File: config.mk
export PLATFORM = sky130hd
export DESIGN_NAME = game_autoplay_sequencer
export DESIGN_NICKNAME = d
export VERILOG_FILES = /design/src/rtl/game_autoplay_sequencer.sv
export SDC_FILE = /design/constraint.sdc
export NUM_CORES = 1
export LEC_CHECK = 0
export CORE_UTILIZATION = 40
export CTS_CLUSTER_SIZE = 12
export DETAILED_ROUTE_END_ITERATION = 6
export PLACE_DENSITY = 0.74
export SYNTH_ARGS = -nofsm -noshare
export SYNTH_HDL_FRONTEND = slang
export SYNTH_SLANG_ARGS = --single-unit
File: constraint.sdc
create_clock -name clk_i -period 3 [get_ports clk_i]
set_input_delay 0.45 -clock clk_i [delete_from_list [all_inputs] [get_ports clk_i]]
set_output_delay 0.45 -clock clk_i [all_outputs]
set_load 0.02 [all_outputs]
File: src/rtl/game_autoplay_sequencer.sv
// game_autoplay_sequencer
//   Autoplay driver for the blackjack controller. It sweeps a range of seeds
//   and hit counts. Each game is played through the controller's active-low
//   buttons, and the outcomes are tallied on chip.
//
//   Per game:
//     controller reset pulse -> boot wait -> ready pulse
//       -> (hit pulse + gap) x cur_hits -> stand pulse
//       -> wait for outcome (or timeout) -> record -> next
//
// Ports
//   clk_i, rst_ni        clock, asynchronous active-low reset
//   start_i              1-cycle pulse, begins a run (ignored while busy)
//   abort_i              level, stops the run and returns to idle (beats start_i)
//   mode_i               0: sweep hits 0..MAX_HITS per seed, 1: fixed_hits_i only
//   fixed_hits_i         hit count for mode 1 (clamped to MAX_HITS)
//   seed_first_i/_last_i inclusive seed range; wraps through the maximum seed
//   game_outcome_i       00 pending, 01 player win, 10 house win, 11 push
//   ctl_rst_n_o          controller reset (active-low)
//   ready_n_o, hit_n_o, stand_n_o  controller buttons (active-low)
//   seed_o, cur_hits_o   seed and planned hit count of the current game
//   busy_o, done_o       run in progress / 1-cycle completion pulse
//   *_cnt_o              saturating outcome tallies
module game_autoplay_sequencer #(
  parameter int SEED_W    = 6,
  parameter int MAX_HITS  = 3,
  parameter int PULSE_CYC = 10,
  parameter int GAP_CYC   = 10,
  parameter int BOOT_CYC  = 350,
  parameter int TIMEOUT   = 1000,
  parameter int CNT_W     = 16,
  localparam int HW = (MAX_HITS > 0) ? $clog2(MAX_HITS + 1) : 1
) (
  input  logic              clk_i,
  input  logic              rst_ni,
  input  logic              start_i,
  input  logic              abort_i,
  input  logic              mode_i,
  input  logic [HW-1:0]     fixed_hits_i,
  input  logic [SEED_W-1:0] seed_first_i,
  input  logic [SEED_W-1:0] seed_last_i,
  input  logic [1:0]        game_outcome_i,
  output logic              ctl_rst_n_o,
  output logic              ready_n_o,
  output logic              hit_n_o,
  output logic              stand_n_o,
  output logic [SEED_W-1:0] seed_o,
  output logic [HW-1:0]     cur_hits_o,
  output logic              busy_o,
  output logic              done_o,
  output logic [CNT_W-1:0]  win_cnt_o,
  output logic [CNT_W-1:0]  lose_cnt_o,
  output logic [CNT_W-1:0]  push_cnt_o,
  output logic [CNT_W-1:0]  timeout_cnt_o
);

  typedef enum logic [3:0] {
    S_IDLE, S_RST_LOW, S_BOOT, S_READY_LOW, S_GAP, S_HIT_LOW,
    S_STAND_LOW, S_WAIT_RESULT, S_RECORD, S_NEXT, S_DONE
  } state_e;

  // One shared interval counter, sized for the longest timed state.
  localparam int M1      = (PULSE_CYC > GAP_CYC) ? PULSE_CYC : GAP_CYC;
  localparam int M2      = (M1 > BOOT_CYC) ? M1 : BOOT_CYC;
  localparam int CYC_MAX = (M2 > TIMEOUT) ? M2 : TIMEOUT;
  localparam int CW      = $clog2(CYC_MAX + 1);

  localparam logic [CW-1:0] PULSE_END = CW'(PULSE_CYC - 1);
  localparam logic [CW-1:0] GAP_END   = CW'(GAP_CYC - 1);
  localparam logic [CW-1:0] BOOT_END  = CW'(BOOT_CYC - 1);
  localparam logic [CW-1:0] TO_END    = CW'(TIMEOUT - 1);
  localparam logic [HW-1:0] HITS_MAX  = HW'(MAX_HITS);

  state_e              state_q, state_d;
  logic [CW-1:0]       cnt_q, cnt_d;
  logic [SEED_W-1:0]   seed_q, seed_d, seed_last_q, seed_last_d;
  logic                mode_q, mode_d;
  logic [HW-1:0]       fixed_q, fixed_d, cur_hits_q, cur_hits_d, hits_q, hits_d;
  logic [1:0]          result_q, result_d;
  logic [CNT_W-1:0]    win_q, win_d, lose_q, lose_d, push_q, push_d, to_q, to_d;
  logic                ctl_rst_n_q, ready_n_q, hit_n_q, stand_n_q, busy_q, done_q;

  always_comb begin
    // NOTE: every variable gets a default before the case so that no path
    // leaves it unassigned and no latch is inferred.
    state_d     = state_q;
    cnt_d       = '0;
    seed_d      = seed_q;
    seed_last_d = seed_last_q;
    mode_d      = mode_q;
    fixed_d     = fixed_q;
    cur_hits_d  = cur_hits_q;
    hits_d      = hits_q;
    result_d    = result_q;
    win_d       = win_q;
    lose_d      = lose_q;
    push_d      = push_q;
    to_d        = to_q;

    unique case (state_q)
      S_IDLE: begin
        if (start_i && !abort_i) begin
          seed_d      = seed_first_i;
          seed_last_d = seed_last_i;
          mode_d      = mode_i;
          fixed_d     = (fixed_hits_i > HITS_MAX) ? HITS_MAX : fixed_hits_i;
          cur_hits_d  = mode_i ? ((fixed_hits_i > HITS_MAX) ? HITS_MAX : fixed_hits_i) : '0;
          win_d       = '0;
          lose_d      = '0;
          push_d      = '0;
          to_d        = '0;
          state_d     = S_RST_LOW;
        end
      end
      S_RST_LOW: begin
        if (cnt_q == PULSE_END) state_d = S_BOOT;
        else                    cnt_d   = cnt_q + 1'b1;
      end
      S_BOOT: begin
        if (cnt_q == BOOT_END) state_d = S_READY_LOW;
        else                   cnt_d   = cnt_q + 1'b1;
      end
      S_READY_LOW: begin
        hits_d = '0;
        if (cnt_q == PULSE_END) state_d = S_GAP;
        else                    cnt_d   = cnt_q + 1'b1;
      end
      S_GAP: begin
        // The gap follows the ready pulse and every hit pulse. It either
        // issues another hit or moves on to stand.
        if (cnt_q == GAP_END) state_d = (hits_q < cur_hits_q) ? S_HIT_LOW : S_STAND_LOW;
        else                  cnt_d   = cnt_q + 1'b1;
      end
      S_HIT_LOW: begin
        if (cnt_q == PULSE_END) begin
          hits_d  = hits_q + 1'b1;
          state_d = S_GAP;
        end else begin
          cnt_d = cnt_q + 1'b1;
        end
      end
      S_STAND_LOW: begin
        if (cnt_q == PULSE_END) state_d = S_WAIT_RESULT;
        else                    cnt_d   = cnt_q + 1'b1;
      end
      S_WAIT_RESULT: begin
        // A result code of 00 is recorded as a timeout.
        if (game_outcome_i != 2'b00) begin
          result_d = game_outcome_i;
          state_d  = S_RECORD;
        end else if (cnt_q == TO_END) begin
          result_d = 2'b00;
          state_d  = S_RECORD;
        end else begin
          cnt_d = cnt_q + 1'b1;
        end
      end
      S_RECORD: begin
        unique case (result_q)
          2'b01:   if (win_q  != '1) win_d  = win_q  + 1'b1;
          2'b10:   if (lose_q != '1) lose_d = lose_q + 1'b1;
          2'b11:   if (push_q != '1) push_d = push_q + 1'b1;
          default: if (to_q   != '1) to_d   = to_q   + 1'b1;
        endcase
        state_d = S_NEXT;
      end
      S_NEXT: begin
        if (!mode_q && (cur_hits_q < HITS_MAX)) begin
          cur_hits_d = cur_hits_q + 1'b1;
          state_d    = S_RST_LOW;
        end else if (seed_q == seed_last_q) begin
          state_d = S_DONE;
        end else begin
          seed_d     = seed_q + 1'b1;  // wraps naturally at 2^SEED_W
          cur_hits_d = mode_q ? fixed_q : '0;
          state_d    = S_RST_LOW;
        end
      end
      S_DONE:  state_d = S_IDLE;
      default: state_d = S_IDLE;
    endcase

    if (abort_i && (state_q != S_IDLE)) begin
      state_d = S_IDLE;
      cnt_d   = '0;
    end
  end

  always_ff @(posedge clk_i or negedge rst_ni) begin
    if (!rst_ni) begin
      state_q     <= S_IDLE;
      cnt_q       <= '0;
      seed_q      <= '0;
      seed_last_q <= '0;
      mode_q      <= 1'b0;
      fixed_q     <= '0;
      cur_hits_q  <= '0;
      hits_q      <= '0;
      result_q    <= 2'b00;
      win_q       <= '0;
      lose_q      <= '0;
      push_q      <= '0;
      to_q        <= '0;
      ctl_rst_n_q <= 1'b1;
      ready_n_q   <= 1'b1;
      hit_n_q     <= 1'b1;
      stand_n_q   <= 1'b1;
      busy_q      <= 1'b0;
      done_q      <= 1'b0;
    end else begin
      // NOTE: state registers use non-blocking assignments, so every flop
      // samples the pre-edge values and ordering inside the block is irrelevant.
      state_q     <= state_d;
      cnt_q       <= cnt_d;
      seed_q      <= seed_d;
      seed_last_q <= seed_last_d;
      mode_q      <= mode_d;
      fixed_q     <= fixed_d;
      cur_hits_q  <= cur_hits_d;
      hits_q      <= hits_d;
      result_q    <= result_d;
      win_q       <= win_d;
      lose_q      <= lose_d;
      push_q      <= push_d;
      to_q        <= to_d;
      // Button outputs are registered from the next state, which keeps them
      // glitch-free. At most one of them can be low at a time.
      ctl_rst_n_q <= (state_d != S_RST_LOW);
      ready_n_q   <= (state_d != S_READY_LOW);
      hit_n_q     <= (state_d != S_HIT_LOW);
      stand_n_q   <= (state_d != S_STAND_LOW);
      busy_q      <= (state_d != S_IDLE) && (state_d != S_DONE);
      done_q      <= (state_d == S_DONE);
    end
  end

  assign ctl_rst_n_o   = ctl_rst_n_q;
  assign ready_n_o     = ready_n_q;
  assign hit_n_o       = hit_n_q;
  assign stand_n_o     = stand_n_q;
  assign seed_o        = seed_q;
  assign cur_hits_o    = cur_hits_q;
  assign busy_o        = busy_q;
  assign done_o        = done_q;
  assign win_cnt_o     = win_q;
  assign lose_cnt_o    = lose_q;
  assign push_cnt_o    = push_q;
  assign timeout_cnt_o = to_q;

endmodule
==> results.toml <==
[outcome]
status = "complete, no violations"

[yosys]
syn_area_per_cell_sq_um = 9.172
yosys_register_bits = 105
ys_types = 60
synth-edff-count = 0
yosys_warnings = 0
netlist_instances = 611
ys.flop_type = "dfrtp_1"
syn_area_sq_um = 5604
mappedNetlistNets = 641
seq_area_frac_synth_pct = 46.97
async_reset_ff_share_pct = 100.0

[cells_and_area]
fin_area_sq_um = 7082
syn_to_final_growth_pct = 26.37
most-common-layout-cells = "101 x dfrtp_1, 97 x clkdlybuf4s50_1, 80 x nor2_1"
diodes = 0
drive_gt1_share_pct = 6.601
postLayoutCoreUtil_pct = 52.64
fin_nets = 738
final_common_cell = "dfrtp_1"

[power_and_ir_drop]
p_leak_nw = 2.910
power.density_nw_per_um2 = 521.5
peakVddDrop_uv = 481.6
total_power_mw = 3.693

[clock_tree]
postCtsSetupBuffers = 0
insertion_delay_ps = 350
clk_path_buf_depth = 2
hold_buffers = 0
cts_resized = 0
cts_buffers = 9
cts_tree = "yes"
clockRootBuffer = "clkbuf_16"
h-tree-depth = 3
clkTransAtPathRegs_ps = 70
cts.sinks = 105

[route]
antenna_left = 0
route.final.wire_length_microns = 13110
drt-initial-drc-count = 197
avgViaCountPerCell = 5.396
wl_per_cell_microns = 14.77
drc = 0
drt_pass1_iterations = 5
via_count = 4792

[sta]
tns_ps = 0
post-route-period-util_pct = 84.05
max_freq_mhz = 396.6
fin_skew_ps = 7.688
max_slew_margin_pct = 63.93
finalHoldViolCount = 0
rsz0062_at_grt = "no"
finalMaxSlewViolations = 0
setup-violations-final = 0
worst-slew-pin-transition_ps = 537.4
period_needed_ps = 2521

[flow_run]
cap_violations = 0

[min_path]
min_path_type = "in -> async"

[floorplan]
die_h_microns = 120.4
io_pins = 99
dieArea_sq_um = 14490
initial_core_util_pct = 41.66
rows = 42
core_area_sq_um = 13450
die-width_microns = 120.4

[setup_path]
worst_r2r_path_depth = 5
reg2reg_to = "lose_cnt_o[11]$_DFFE_PN0P_"
arrival_ps = 2790
end_kind = "register"
reg2reg_setup_slack_ps = 480
reg2reg_from = "state_q[0]$_DFF_PN0_"
cp_max_fo = 16
worstPathRequired_ps = 3270
critical_path_class = "reg -> reg"
start_kind = "register"

[global_routing]
antenna_found_initial = 0
grtUsageTotal_pct = 19.10
grt_max_degree = 48
grt_pass1_wl_microns = 22100
overflow = 0
grt_pass1_vias = 4657

[placed_design]
placed_area_sq_um = 6802
dpl.hpwl_microns = 9655
gp_congestion = 0.8326
portBuffers = 98
## critical path, cell delays in order, from the launching register on
cell and delay (ps):
dfrtp_1 570, or4b_4 680, nor3b_2 350, o211ai_1 300, or3_1 390, a21oi_1 150
## through the flow
step	std cells	hold WS, ps	setup slack, ps
CTS	888	13.68	481.3
finish	888	12.84	478.5
detailed placement	873	391.4	504.6
global route	888	33.16	304.8
floorplan	611	154.4	776.2
global placement	873	391.9	569.3
## power by group
group / total (mW) / switching, mW / internal (mW) / leakage (nW)
sequential: 1.74 / 0.174 / 1.56 / 1.41
combinational: 0.835 / 0.470 / 0.365 / 1.36
clock: 1.12 / 0.517 / 0.606 / 0.142
total: 3.69 / 1.16 / 2.53 / 2.91
## how the worst max path moves through the flow
stage | from | to | slack [ps]
after floorplan | push_cnt_o[0]$_DFFE_PN0P_ | push_cnt_o[15]$_DFFE_PN0P_ | 780
after global placement | state_q[3]$_DFF_PN0_ | busy_o$_DFF_PN0_ | 570
after detailed placement | state_q[0]$_DFF_PN0_ | win_cnt_o[5]$_DFFE_PN0P_ | 500
after CTS | state_q[0]$_DFF_PN0_ | win_cnt_o[5]$_DFFE_PN0P_ | 480
after global routing | state_q[0]$_DFF_PN0_ | win_cnt_o[5]$_DFFE_PN0P_ | 300
final | state_q[0]$_DFF_PN0_ | lose_cnt_o[11]$_DFFE_PN0P_ | 480
## flip-flops by register name, summed over array words and instances, names as in the netlist
| register | count |
|---|---|
| mode_q | 1 |
| state_q | 4 |
| cur_hits_o | 2 |
| ready_n_o | 1 |
| stand_n_o | 1 |
| timeout_cnt_o | 16 |
| busy_o | 1 |
| result_q | 2 |
| win_cnt_o | 16 |
| ctl_rst_n_o | 1 |
| cnt_q | 10 |
| seed_o | 6 |
| hits_q | 2 |
| fixed_q | 2 |
| push_cnt_o | 16 |
| done_o | 1 |
| hit_n_o | 1 |
| seed_last_q | 6 |
| lose_cnt_o | 16 |
## Yosys cell counts, drive strengths merged, types with 2 or more instances
cell type  count  area, sq um
dfrtp        101         2527
a211oi         3        22.52
o31ai          2        15.01
nand2b         3        18.77
a21oi         27        135.1
and4           7        61.31
xor2          23        201.4
nor4b          5        71.32
nand4         21        131.4
dfstp          4        105.1
nor2          80        300.3
inv           14        52.55
mux2i          5        50.05
nand3b         3        26.27
a31oi          8        50.05
a22o           3        26.28
a311oi         2        35.04
nand4b         2        17.52
and3          14        87.58
nor4           8        62.56
nor3b          6        55.05
nor3          18        101.4
nor2b          7        43.79
nand2         78        292.8
clkbuf        18        67.56
nand3         35        175.2
and2           4        25.02
ha             9        112.6
a221oi         2        17.52
buf            5        30.03
o211ai         2        15.01
or3           14        92.59
o21ai         27        135.1
a22oi          2        15.01
or2            3        18.77
xnor2         34        297.8
## kinds of logic (layout without fill, tap and decap cells)
family	after synthesis	after routing	share of synthesized area (%)
buffers and inverters	37	138	2.679
adder cells (fa/ha/maj)	9	9	2.009
multiplexers	5	5	0.8931
AO/OA/AOI/OAI	87	87	9.668
XOR/XNOR	57	57	8.908
flip-flops	105	105	46.97
AND/OR/NAND/NOR	311	311	28.87
## cell type report
cell class / count / area [sq um]
fillers: 1239 / 6371
inverters: 14 / 52.55
clock buffers: 11 / 252.7
clock inverters: 4 / 27.53
flip-flops and latches: 105 / 2633
multi-input cells: 469 / 2823
repair buffers: 109 / 1074
well taps: 176 / 220.2
## routing by layer
| layer | track usage (%) | share of wire [%] | vias to the layer above |
|---|---|---|---|
| li1 | - | - | 2340 |
| met1 | 24.69 | 45 | 2313 |
| met2 | 31.57 | 48 | 120 |
| met3 | 4.387 | 5.6 | 19 |
| met4 | 6.327 | 1.7 | 0 |
| met5 | 0 | 0 | - |
Note: power is estimated with default switching activity, not from simulation.
==> RTL edit 1 (same settings) <==
Take the reset off `push_q` and `to_q` and load them in a clocked block of their own.
--- a/src/rtl/game_autoplay_sequencer.sv
+++ b/src/rtl/game_autoplay_sequencer.sv
@@ -201,4 +201,2 @@
       lose_q      <= '0;
-      push_q      <= '0;
-      to_q        <= '0;
       ctl_rst_n_q <= 1'b1;
@@ -223,4 +221,2 @@
       lose_q      <= lose_d;
-      push_q      <= push_d;
-      to_q        <= to_d;
       // Button outputs are registered from the next state, which keeps them
@@ -234,2 +230,7 @@
     end
+  end
+
+  always_ff @(posedge clk_i) begin
+    push_q <= push_d;
+    to_q   <= to_d;
   end
Formal check against the unedited RTL: same outputs for any inputs over 10 cycles, from zero or initial values and one cycle with rst_ni low; that may be too few to reach the edited logic, so the function may still have changed.
==> RTL edit 1 against the original RTL <==
Count of clock-buffer cells in the layout rose by 1; fmax fell by 7.4%; sequential cell count did not move; global-route usage rose by 0.10 points; design area fell by 0.60%; non-clock buffer count rose by 6; worst setup slack got worse by 200 ps; first-iteration DRC count rose by 53%; area after synthesis fell by 1.4%; power rose by 7.0%; sequential power rose by 7%; wire length rose by 0.91%; critical endpoint is now ready_n_o$_DFF_PN1_.
==> RTL edit 1: results (changes against the original RTL) <==
\begin{tabular}{lr}
\hline
Metric & Value \\
\hline
\multicolumn{2}{l}{\textbf{Status}} \\
\quad Result of the run & completed \\
\multicolumn{2}{l}{\textbf{Route}} \\
\quad Met1 Routed Length & 5920 microns (+0.71\%) \\
\quad Via Count & 4,706 (-1.8\%) \\
\multicolumn{2}{l}{\textbf{Yosys}} \\
\quad Share of synthesized area occupied by flip-flops and latches & 50.5\% (+3.6 points) \\
\quad Synthesized-area fraction occupied by ao, oa, aoi and oai cells & 9.69\% (+0.025 points) \\
\quad Post-synthesis async set-or-reset flop share & 69.5\% (-30 points) \\
\quad List of most frequent post-synthesis cells & 76 x sky130\_fd\_sc\_hd\_\_nand2\_1, 76 x sky130\_fd\_sc\_hd\_\_nor2\_1, 69 x sky130\_fd\_sc\_hd\_\_dfrtp\_1, 38 x sky130\_fd\_sc\_hd\_\_nand3\_1, 32 x sky130\_fd\_sc\_hd\_\_edfxtp\_1 \\
\quad Adder-Cell Fraction of Synth Area & 2.04\% (+0.029 points) \\
\quad Xor/xnor share of the synthesized area & 9.19\% (+0.29 points) \\
\quad Number of flops mapped to enable cells by yosys & 32 (+32) \\
\quad Library cells used by synthesis & 61 (+1.7\%) \\
\quad Mux share of post-synthesis cell area & 0.974\% (+0.081 points) \\
\multicolumn{2}{l}{\textbf{Pwr}} \\
\quad Clock group & 0.00105 W (-6\%) \\
\quad Leak & 2.70 nW (-7.3\%) \\
\quad Relative contribution of sequential cells to total power & 47.2\% (+0.2 points) \\
\multicolumn{2}{l}{\textbf{STA}} \\
\quad Slew at the pin closest to its max-slew limit & 875 ps (+337 ps) \\
\quad Post-route clock period utilization & 90.8\% (+6.8 points) \\
\quad Hold Worst Slack & 78.3 ps (+65.5 ps) \\
\multicolumn{2}{l}{\textbf{Critical path}} \\
\quad Critical path destination & ready\_n\_o\$\_DFF\_PN1\_ \\
\quad Crit path arrival time & 2980 ps (+190 ps) \\
\quad Number of cells traversed by the worst register-to-register path & 8 (+3) \\
\quad Worst setup startpoint & cnt\_q[1]\$\_DFF\_PN0\_ \\
\quad Largest fanout on the critical path & 5 (-11) \\
\quad Setup slack, reg-to-reg & 280 ps (-200 ps) \\
\multicolumn{2}{l}{\textbf{Finish}} \\
\quad \# fillers & 1,232 (-0.56\%) \\
\multicolumn{2}{l}{\textbf{Placed design}} \\
\quad Placed Cells & 848 (-2.9\%) \\
\quad Routability-driven placement congestion ratio & 0.904 (+8.6\%) \\
\multicolumn{2}{l}{\textbf{Global routing}} \\
\quad Overall routing resource usage & 19.2\% (+0.10 points) \\
\quad Largest net degree at the start of global routing & 54 (+13\%) \\
\hline
\end{tabular}
==> RTL edit 1: cell types whose count changed after synthesis, sizes merged, moves of 5 or more <==
cell,delta
edfxtp,+32
nor4,-5
dfrtp,-32
nor3b,-5
xor2,+5
nand4,-13
and3,-5
==> RTL edit 1: layer usage <==
metal	up-vias	GRT usage (%)
met5	-	0
met1	2283	25.1
met4	0	8.28
met2	153	31.6
met3	22	2.99
li1	2248	-
==> RTL edit 1: area by class of cell <==
type                            instances  area [sq um]  share of cell area, %
Timing Repair Buffer                  115          1120                   15.9
Tap cell                              176           220                   3.13
Multi-Input combinational cell        441          2610                   37.1
Sequential cell                       105          2790                   39.7
Clock buffer                           12           236                   3.36
Clock inverter                          4          21.3                  0.302
Inverter                               11          41.3                  0.587
==> RTL edit 1: kinds of logic (layout without fill, tap and decap cells) <==
logic type,Yosys count,count (layout)
xor gates and xnor gates,58,58
and+or+nand+nor,283,283
adders and majority gates,9,9
buffers and inverters,31,142
AOI/OAI and AO/OA,86,86
DFF,105,105
muxes,5,5
==> RTL edit 2 (same settings) <==
Made on the original files. Set the parameter `SEED_W` to 3 (it was 6).
--- a/src/rtl/game_autoplay_sequencer.sv
+++ b/src/rtl/game_autoplay_sequencer.sv
@@ -24,3 +24,3 @@
 module game_autoplay_sequencer #(
-  parameter int SEED_W    = 6,
+  parameter int SEED_W    = 3,
   parameter int MAX_HITS  = 3,
Interface: changed (resized seed_first_i, seed_last_i and seed_o); port bits go from 99 to 90. The function was not compared with the original's and may differ.
==> RTL edit 2 against the original RTL <==
Non-clock buffer count is 10 lower; area after synthesis fell by 5.4%; worst setup slack improved by 6.6 ps; cell count decreased by 6.4%; via count shrank 7.2%; design area is 5.3% lower; sequential cell count decreased by 6; power decreased by 5.0%; wire length is 4.9% lower; critical endpoint is now busy_o$_DFF_PN0_.
==> RTL edit 2: results (changes against the original RTL) <==
\begin{tabular}{lr}
\hline
Metric & Value \\
\hline
\multicolumn{2}{l}{\textbf{Yosys}} \\
\quad List of most frequent post-synthesis cells & 95 x sky130\_fd\_sc\_hd\_\_dfrtp\_1, 83 x sky130\_fd\_sc\_hd\_\_nor2\_1, 70 x sky130\_fd\_sc\_hd\_\_nand2\_1, 37 x sky130\_fd\_sc\_hd\_\_xor2\_1, 29 x sky130\_fd\_sc\_hd\_\_nand3\_1 \\
\quad Mux share of post-synthesis cell area & 1.58\% (+0.69 points) \\
\quad Synthesized-area fraction occupied by ao, oa, aoi and oai cells & 9.70\% (+0.031 points) \\
\quad Post-Synthesis Net Count & 593 (-7.5\%) \\
\quad Adder-Cell Fraction of Synth Area & 2.12\% (+0.11 points) \\
\quad Share of synthesized area occupied by flip-flops and latches & 46.8\% (-0.16 points) \\
\quad Mapped Cells & 569 (-6.9\%) \\
\multicolumn{2}{l}{\textbf{Global routing}} \\
\quad Wire length of the first global-routing pass & 20,700 microns (-6.4\%) \\
\quad Largest net degree at the start of global routing & 54 (+13\%) \\
\quad Overall routing resource usage & 19.4\% (+0.28 points) \\
\quad Vias in the first global route & 4,329 (-7.0\%) \\
\multicolumn{2}{l}{\textbf{Critical path}} \\
\quad CP max-delay cell & sky130\_fd\_sc\_hd\_\_nor3\_1 \\
\quad Crit path arrival time & 2690 ps (-100 ps) \\
\quad Largest stage delay, worst path & 580 ps (-100 ps) \\
\quad Number of cells traversed by the worst register-to-register path & 8 (+3) \\
\quad Largest fanout on the critical path & 7 (-9) \\
\quad Crit Reg-Reg Startpoint & cnt\_q[1]\$\_DFF\_PN0\_ \\
\quad Critical path destination & busy\_o\$\_DFF\_PN0\_ \\
\multicolumn{2}{l}{\textbf{Placed design}} \\
\quad Placed Cells & 815 (-6.6\%) \\
\quad Routability-driven placement congestion ratio & 0.909 (+9.1\%) \\
\quad Port-buffer cells & 89 (-9.2\%) \\
\quad DPL Wire Length & 8910 microns (-7.7\%) \\
\multicolumn{2}{l}{\textbf{Finish}} \\
\quad Number of nets in the finished design & 678 (-8.1\%) \\
\multicolumn{2}{l}{\textbf{Route}} \\
\quad Starting DRC count in detailed routing & 310 (+57\%) \\
\multicolumn{2}{l}{\textbf{Status}} \\
\quad Result of the run & completed \\
\multicolumn{2}{l}{\textbf{Pwr}} \\
\quad Leak & 2.82 nW (-3.1\%) \\
\multicolumn{2}{l}{\textbf{STA}} \\
\quad Hold Worst Slack & 149 ps (+136 ps) \\
\hline
\end{tabular}
==> RTL edit 2: power by group through the flow <==
stage / clock [W] / sequential [W] / combinational (W)
after floorplan: 0 / 0.00162 / 0.000370
after detailed placement: 0 / 0.00159 / 0.000675
after global routing: 0.00135 / 0.00159 / 0.000751
final: 0.00126 / 0.00157 / 0.000674
after CTS: 0.00130 / 0.00157 / 0.000679
after global placement: 0 / 0.00159 / 0.000651
==> RTL edit 2: area by class of cell <==
type / instances / area [sq um]
fillers: 1116 / 6070
multi-input cells: 434 / 2670
flip-flops and latches: 99 / 2480
repair buffers: 99 / 976
clock buffers: 11 / 243
well taps: 172 / 215
clock inverters: 5 / 85.1
inverters: 11 / 41.3
==> RTL edit 2: cell families (layout without fill, tap and decap cells) <==
logic type,count (synthesis),count (layout)
mux,8,8
compound gates,76,76
flops,99,99
fa+ha+maj,9,9
xor+xnor,58,58
simple gates,283,283
buf+inv,36,126
==> RTL edit 2: stage by stage <==
stage	worst slack (ps)	instance area (sq um)	utilization (%)	total power [W]
3_5_place_dp	405	6380	49.9	0.00226
4_1_cts	480	6710	52.5	0.00354
5_1_grt	237	6710	52.5	0.00369
2_1_floorplan	958	5300	-	0.00199
3_3_place_gp	438	6380	49.9	0.00224
6_report	485	6710	52.5	0.00351
==> RTL edit 2: routing by layer <==
metal  up-vias  share of wire, %  global-route usage (%)
met2       103                49                    32.4
met5         -                 0                       0
met1      2179                46                    24.9
met4         0               1.3                    5.82
met3        13               4.3                    4.84
li1       2150                 -                       -
